**src/rtl/tw_vga_defs.sv**
```systemverilog
// Shared VGA-side definitions: coordinate and colour widths, frame size, palette,
// arbiter state encoding and a pointer-width helper.
package tw_vga_defs;

  localparam int XW = 8;
  localparam int YW = 7;
  localparam int CW = 3;

  localparam int SCREEN_W = 160;
  localparam int SCREEN_H = 120;

  localparam logic [CW-1:0] BLACK     = 3'b000;
  localparam logic [CW-1:0] P1_BLUE   = 3'b001;
  localparam logic [CW-1:0] P2_GREEN  = 3'b010;
  localparam logic [CW-1:0] P3_RED    = 3'b100;
  localparam logic [CW-1:0] P4_YELLOW = 3'b110;
  localparam logic [CW-1:0] WHITE     = 3'b111;

  typedef enum logic [1:0] {
    ARB   = 2'b00,
    CLEAR = 2'b01
  } arb_state_t;

  // A single requester still needs a 1-bit pointer so the port never collapses to zero width.
  function automatic int ptr_width(input int n);
    return (n > 1) ? $clog2(n) : 1;
  endfunction

endpackage

```
**src/rtl/rr_pick.sv**
```systemverilog
// Combinational round-robin picker: first active request at or after rr_ptr,
// wrapping modulo N_REQ; returns a one-hot grant and the winner's index.
module rr_pick
  import tw_vga_defs::*;
#(
  parameter int N_REQ = 4,
  parameter int PW    = ptr_width(N_REQ)
) (
  input  logic [N_REQ-1:0] req,
  input  logic [PW-1:0]    rr_ptr,
  output logic [N_REQ-1:0] grant,
  output logic [PW-1:0]    winner,
  output logic             valid
);

  int   idx;
  logic found;

  always_comb begin
    grant  = '0;
    winner = '0;
    found  = 1'b0;
    idx    = 0;
    for (int i = 0; i < N_REQ; i++) begin
      idx = int'(rr_ptr) + i;
      if (idx >= N_REQ) idx = idx - N_REQ;
      if (!found && req[idx]) begin
        found      = 1'b1;
        grant[idx] = 1'b1;
        winner     = PW'(idx);
      end
    end
  end

  assign valid = |req;

endmodule

```
**src/rtl/plot_port_arbiter.sv**
```systemverilog
// Round-robin arbiter for the single vga_adapter plot port, with an optional
// full-screen clear sweep enabled by defining PLOT_ARB_CLEAR_EN.
module plot_port_arbiter
  import tw_vga_defs::*;
#(
  parameter int            N_REQ        = 4,
  parameter logic [XW-1:0] X_MAX        = 8'd159,
  parameter logic [YW-1:0] Y_MAX        = 7'd119,
  parameter logic [CW-1:0] CLEAR_COLOUR = 3'b000
) (
  input  logic                CLOCK_50,
  input  logic                resetn,
  input  logic [N_REQ-1:0]    req,
  input  logic [XW*N_REQ-1:0] req_x,
  input  logic [YW*N_REQ-1:0] req_y,
  input  logic [CW*N_REQ-1:0] req_colour,
  output logic [N_REQ-1:0]    grant,
  input  logic                clear_start,
  output logic                clear_busy,
  output logic                clear_done,
  output logic [XW-1:0]       x,
  output logic [YW-1:0]       y,
  output logic [CW-1:0]       colour,
  output logic                plot
);

  localparam int            PW       = ptr_width(N_REQ);
  localparam logic [PW-1:0] LAST_IDX = PW'(N_REQ - 1);

  arb_state_t    state_reg;
  logic [PW-1:0] rr_ptr_reg;
  logic [XW-1:0] cx_reg;
  logic [YW-1:0] cy_reg;
  logic [XW-1:0] x_reg;
  logic [YW-1:0] y_reg;
  logic [CW-1:0] colour_reg;
  logic          plot_reg;
  logic          clear_busy_reg;
  logic          clear_done_reg;

  logic [XW-1:0] x_arr      [N_REQ];
  logic [YW-1:0] y_arr      [N_REQ];
  logic [CW-1:0] colour_arr [N_REQ];

  genvar gi;
  generate
    for (gi = 0; gi < N_REQ; gi++) begin : g_slice
      assign x_arr[gi]      = req_x[XW*gi +: XW];
      assign y_arr[gi]      = req_y[YW*gi +: YW];
      assign colour_arr[gi] = req_colour[CW*gi +: CW];
    end
  endgenerate

  logic [N_REQ-1:0] pick_grant;
  logic [PW-1:0]    pick_winner;
  logic             pick_valid;
  logic [PW-1:0]    rr_ptr_next;
  logic             clear_go;

  rr_pick #(
    .N_REQ (N_REQ),
    .PW    (PW)
  ) u_rr_pick (
    .req    (req),
    .rr_ptr (rr_ptr_reg),
    .grant  (pick_grant),
    .winner (pick_winner),
    .valid  (pick_valid)
  );

`ifdef PLOT_ARB_CLEAR_EN
  assign clear_go = (state_reg == ARB) && clear_start;
`else
  logic unused_clear_start;
  assign unused_clear_start = clear_start;
  assign clear_go           = 1'b0;
`endif

  assign rr_ptr_next = (pick_winner == LAST_IDX) ? '0 : pick_winner + 1'b1;

  // A starting sweep wins over requesters, so the grant is suppressed that cycle too.
  assign grant = (resetn && (state_reg == ARB) && !clear_go) ? pick_grant : '0;

  always_ff @(posedge CLOCK_50 or negedge resetn) begin
    if (!resetn) begin
      state_reg      <= ARB;
      rr_ptr_reg     <= '0;
      cx_reg         <= '0;
      cy_reg         <= '0;
      x_reg          <= '0;
      y_reg          <= '0;
      colour_reg     <= '0;
      plot_reg       <= 1'b0;
      clear_busy_reg <= 1'b0;
      clear_done_reg <= 1'b0;
    end else begin
      case (state_reg)
        ARB: begin
          clear_done_reg <= 1'b0;
          if (clear_go) begin
            state_reg      <= CLEAR;
            cx_reg         <= '0;
            cy_reg         <= '0;
            clear_busy_reg <= 1'b1;
            plot_reg       <= 1'b0;
          end else if (pick_valid) begin
            x_reg      <= x_arr[pick_winner];
            y_reg      <= y_arr[pick_winner];
            colour_reg <= colour_arr[pick_winner];
            plot_reg   <= 1'b1;
            rr_ptr_reg <= rr_ptr_next;
          end else begin
            plot_reg <= 1'b0;
          end
        end
        CLEAR: begin
          x_reg      <= cx_reg;
          y_reg      <= cy_reg;
          colour_reg <= CLEAR_COLOUR;
          plot_reg   <= 1'b1;
          // Column-major scan: y runs fastest, x steps when a column completes.
          if (cy_reg == Y_MAX) begin
            cy_reg <= '0;
            if (cx_reg == X_MAX) begin
              cx_reg         <= '0;
              state_reg      <= ARB;
              clear_busy_reg <= 1'b0;
              clear_done_reg <= 1'b1;
            end else begin
              cx_reg <= cx_reg + 1'b1;
            end
          end else begin
            cy_reg <= cy_reg + 1'b1;
          end
        end
        default: state_reg <= ARB;
      endcase
    end
  end

  assign x          = x_reg;
  assign y          = y_reg;
  assign colour     = colour_reg;
  assign plot       = plot_reg;
  assign clear_busy = clear_busy_reg;
  assign clear_done = clear_done_reg;

endmodule

```
**config.mk**
```make
export PLATFORM = sky130hd
export DESIGN_NAME = plot_port_arbiter
export DESIGN_NICKNAME = d
export VERILOG_FILES = /design/src/rtl/tw_vga_defs.sv /design/src/rtl/rr_pick.sv /design/src/rtl/plot_port_arbiter.sv
export SDC_FILE = /design/constraint.sdc
export NUM_CORES = 1
export LEC_CHECK = 0
export CAP_MARGIN = 20
export CORE_ASPECT_RATIO = 2
export CORE_MARGIN = 2
export CORE_UTILIZATION = 42
export DETAILED_ROUTE_END_ITERATION = 8
export GPL_TIMING_DRIVEN = 0
export PLACE_DENSITY = 0.94
export SETUP_SLACK_MARGIN = 0.4
export SLEW_MARGIN = 20
export SYNTH_ARGS = -nofsm -noshare
export SYNTH_HDL_FRONTEND = slang
export SYNTH_HIERARCHICAL = 1
export SYNTH_SLANG_ARGS = --single-unit
export TNS_END_PERCENT = 10
```
**constraint.sdc**
```tcl
create_clock -name CLOCK_50 -period 8 [get_ports CLOCK_50]
set_input_delay 1.6 -clock CLOCK_50 [delete_from_list [all_inputs] [get_ports CLOCK_50]]
set_output_delay 1.6 -clock CLOCK_50 [all_outputs]
set_load 0.005 [all_outputs]
```
; Yosys cells after proc, flatten, opt, wreduce, memory -nomap -nowiden
; Index checks and enable logic that the tools add are counted.
[totals]
register_bits = 39
out_inout_bits = 25
word_cells = 125
inputBits = 79
[op_classes]
n_reduce_logical = 19
bitwise = 5
n_lt_le_gt_ge = 13
n_addsub = 10
eq_ne = 7
mux = 62
[ops]
columns = operator, count
row1 = $ge 32x1->1 const B, 4
row2 = $lt 32x4->1 const B, 4
row3 = $mux 32, 4
row4 = $ge 32x4->1 const B, 3
row5 = $sub 32x4->32 const B, 3
row6 = $mux 8, 4
row7 = $mux 7, 4
row8 = $mux 4, 5
row9 = $mux 1, 18
row10 = $bmux 8 s2, 1
row11 = $pmux 8 s2, 1
row12 = $bmux 7 s2, 1
row13 = $mux 2, 7
row14 = $pmux 7 s2, 1
row15 = $or 4x4->4, 3
row16 = $mux 3, 3
row17 = $add 8x1->8 const B, 1
row18 = $bmux 1 s2, 4
row19 = $demux 1 s2, 4
row20 = $eq 8x8->1 const B, 1
row21 = $logic_and 1x1->1, 8
row22 = $add 7x1->7 const B, 1
row23 = $eq 7x7->1 const B, 1
row24 = $add 2x2->3 const B, 2
row25 = 20 further kinds, 28

; Logic depth before layout (Yosys ltp)
[depth]
depth_word = 21
depth_mapped = 13
depth_no_buf = 10

; Cells and area by module
; Netlist, hierarchy kept.
[modules_own_cells]
columns = mod, n_inst, cells_each, area_per_inst_um2, seq_area_each_um2
row1 = plot_port_arbiter, 1, 115, 1343.8, 525.5
row2 = rr_pick, 1, 54, 483.0, 0.0

; Worst setup path before layout
; OpenSTA, ideal clock, no wires.
[synth_timing]
path_kind = input port to output port
from = in req[1]
to = out grant[0]
path_slack_ps = 3649
stages = 6
n_path_buf = 0
arrival_time_ps = 2751
required_time_ps = 6400
cell_sequence = mux4_2 -> nand2b_4 -> nor3_4 -> a22oi_1 -> o21ai_0 -> and2_1
[synth_via]
elab_chain_cells = 14
elab_cells_between_ends = 29
cone_classes = mux: 20 / bitwise: 3 / reduce/logical: 6
[synth_rtl]
columns = item, line_no
row1 = from (decl), plot_port_arbiter.sv:13  ; input logic [N_REQ-1:0] req,
row2 = $bmux 1 s2, rr_pick.sv:27  ; if (!found && req[idx]) begin
row3 = $mux 1 (implied by the code) (2 in a row), rr_pick.sv:27
row4 = $mux 1, rr_pick.sv:27
row5 = $logic_not 1->1, rr_pick.sv:27
row6 = $logic_and 1x1->1, rr_pick.sv:27
row7 = $mux 1, rr_pick.sv:27
row8 = $logic_not 1->1, rr_pick.sv:27
row9 = $logic_and 1x1->1, rr_pick.sv:27
row10 = $mux 1, rr_pick.sv:27
row11 = $logic_not 1->1, rr_pick.sv:27
row12 = $logic_and 1x1->1, rr_pick.sv:27
row13 = $mux 4 *, rr_pick.sv:27
row14 = via pick_grant[0], plot_port_arbiter.sv:54  ; logic [N_REQ-1:0] pick_grant;
row15 = $mux 4 *, plot_port_arbiter.sv:82  ; assign grant = (resetn && (state_reg == ARB) && !clear_go) ? pick_grant : '0;
row16 = to (decl), plot_port_arbiter.sv:17  ; output logic [N_REQ-1:0] grant,
; Mark *: on every way through the listed nets, which the timed path passes. The rest lies on a longest branch. The select of a mux whose other input is x is not followed.

; Worst setup path after layout
[layout_timing]
from = in req[3]
to = out grant[3]
; Same word-level chain as after synthesis.

==> summary.md <==
| Metric | Value |
|---|---|
| Outcome | completed |
| IO Port Bufs | 100 |
| First-pass GRT wire length | 8290 um |
| Setup TNS | 0 ns |
| Post-CTS sizing | 0 |
| FILL cells | 337 |
| Core Area | 4250 um^2 |
| Max-cap violation count | 0 |
| HPWL after detailed placement | 4160 um |
| Layout cells sized above 1 | 0.0985 |
| I/O Pins | 104 |
| Mean post-synth cell area | 10.8 um^2 |
| CP endpoint kind | output port |
| Most common cell after layout, fill and taps aside | clkdlybuf4s50_1 |
| DP Area | 2900 um^2 |
| Unique masters post-synth | 34 |
| Drt total wl | 5030 um |
| Gpl congestion | 0.761 |
| Largest net degree at the start of global routing | 26 |
| FMAX | 0.181 GHz |
| Antenna-violating nets left | 0 |
| Initial DRT Pass Iterations | 4 |
| Clock Skews | 0.00205 ns |
| DR vias | 1758 |
| CP Class | input port to output port |
| Crit path arrival time | 3.91 ns |
| Post-CTS Hold Fix Bufs | 0 |
| Die H | 97.3 um |
| Synth Cell Area | 1830 um^2 |
| Wire length per cell | 15.3 um |
| Vias in the first global route | 1843 |
| Root Driver | clkbuf_8 |
| Initial antenna violation count | 0 |
| Clock tree buffer depth | 2 |
| Final Max Slew Viols | 0 |
| Final setup viols | 0 |
| Crit path cell chain | clkdlybuf4s50_1, mux4_2, nand2b_4, nor3_4, a22oi_1, o21ai_0, and2_1, clkdlybuf4s50_1 |
| Startpoint Class | input port |
| Final worst-path cycle share | 0.689 |
| Starting Density | 0.429 |
| CTS tree | done |
| Req. time, crit path | 6.40 ns |
| Layout area overhead | 60.9% |
| Crit-path max cell delay | 0.53 ns |
| Via density | 5.36 |
| Tot GR Track Use | 0.212 |
| Layout Cell Area excl Fill | 2940 um^2 |
| Clk Latency, worst-skew pair | 0.25 ns |
| Cts bufs inserted | 3 |
| Sequential fraction of the synthesis area | 0.288 |
| Nets | 363 |
| Die area | 4930 um^2 |
| Power Total | 1.17 mW |
| Worst hold path class | flop to flop |
| Final Critical Period | 5.51 ns |
| Grt total ovfl | 0 |
| Iteration-0 DRC count of the detailed router | 33 |
| PD cells | 397 nW/um^2 |
| Post-CTS Setup Inserts | 0 |
| Leak pwr | 1.21 nW |
| Die W | 50.6 um |
| Number of diodes | 0 |
| Clock sinks | 21 |
| Most numerous cell on the critical path | clkdlybuf4s50_1 |
| Highest-delay cell along the critical path | mux4_2 |
| DRC errors left | 0 |
| Fin util | 0.691 |
| RSZ-0062 raised after global routing | false |
| Hold Vio Cnt, Final | 0 |
| Peak VDD IR | 0.000268 V |
| Yosys warns | 6 |
| # rows | 34 |
| Cells after Synth | 169 |
| Clock-pin slew on the worst setup and hold paths | 0.07 ns |
| H-tree Lvls | 1 |
| Post-synthesis register bit count | 21 |
| Crit Path Max Fanout | 9 |
| Max reg flops | 8 |
| Most frequent cells in the layout | clkdlybuf4s50_1, mux2i_1, dfrtp_1 |
==> cells in the mapped netlist <==
cell type   n  area share
nand3_1     1      0.0027
nor3_4      1      0.0089
a22oi_1     8       0.033
a31oi_1     1      0.0034
nand3b_1    1      0.0041
nand2b_4    1      0.0075
dfrtp_1    21        0.29
mux4_1      1       0.014
o211ai_1    1      0.0041
mux4_2      3       0.037
nand2_2     1      0.0034
inv_1       4      0.0082
buf_12      3       0.033
ha_1        9       0.062
a21o_1      1      0.0041
clkbuf_2    2      0.0055
o21ai_0     6       0.016
mux2i_1    37        0.20
or4_1       1      0.0041
a211oi_1    1      0.0041
conb_1      1      0.0021
o31ai_1     1      0.0041
o221ai_1   18       0.086
nand2_1     4      0.0082
clkbuf_1    2      0.0041
nand2b_1   19       0.065
nor2b_4     1      0.0075
a32o_1      1      0.0055
buf_4       3       0.012
and2_1      4       0.014
nor2_1      3      0.0062
buf_2       3      0.0082
mux2_2      3       0.018
buf_6       2       0.012
==> kinds of logic (layout without fill, tap and decap cells) <==
group                      count (synthesis)  count (layout)  synth area share
AOI/OAI and AO/OA                         38              38             0.161
and+or+nand+nor                           37              37             0.132
other                                      1               2           0.00205
buffers and inverters                     19             123            0.0836
muxes                                     44              44             0.273
DFF                                       21              21             0.288
adders and majority gates                  9               9            0.0616
==> critical path: cells and delay by family <==
family / cells / cell delay (ns)
AOI/OAI and AO/OA: 2 / 0.18
buffers and inverters: 2 / 1.02
muxes: 1 / 0.53
and+or+nand+nor: 3 / 0.57
==> final timing paths <==
path                                            from                   endpoint  slack [ns]  cells past startpoint
setup / recovery                              req[3]                   grant[3]        2.49                      8
hold / removal                 colour[2]$_DFFE_PN0P_      colour[2]$_DFFE_PN0P_        0.50                      2
setup reg to reg           rr_ptr_reg[1]$_DFFE_PN0P_           x[1]$_DFFE_PN0P_        4.79                     13
hold reg to reg                colour[2]$_DFFE_PN0P_      colour[2]$_DFFE_PN0P_        0.50                      2
max in group asynchronous                     resetn  rr_ptr_reg[0]$_DFFE_PN0P_        6.36                      1
min in group asynchronous                     resetn           x[0]$_DFFE_PN0P_        1.30                      1
==> report_power, final <==
part	leakage (nW)	switching (mW)	internal (mW)
Combinational	0.941	0.412	0.481
Clock	0.0228	0.0307	0.0353
Sequential	0.249	0.0396	0.168
==> cell type report <==
cell class / instances / area, um^2 / share of cell area
Tap cell: 54 / 67.6 / 0.0230
Timing Repair Buffer: 100 / 996 / 0.339
Buffer: 15 / 138 / 0.0468
Inverter: 4 / 15.0 / 0.00511
Multi-Input combinational cell: 130 / 1150 / 0.392
Sequential cell: 21 / 526 / 0.179
Clock buffer: 4 / 45.0 / 0.0153
==> layer usage <==
metal / global-route usage / share of wire / wire length, um / vias up
li1: - / - / - / 850
met1: 0.256 / 0.40 / 2030 / 807
met2: 0.374 / 0.50 / 2500 / 99
met3: 0.0446 / 0.095 / 477 / 2
met4: 0.0457 / 0.0050 / 25 / 0
met5: 0 / 0 / 0 / -
==> metrics by stage <==
step | hold WS, ns | setup slack, ns | cells
2_1_floorplan | 0.486 | 3.65 | 170
5_1_grt | 0.527 | 2.32 | 328
4_1_cts | 0.503 | 2.46 | 328
3_3_place_gp | 0.478 | 2.53 | 324
6_report | 0.496 | 2.49 | 328
3_5_place_dp | 0.487 | 2.46 | 324
Power figures use the tool's default switching activity.
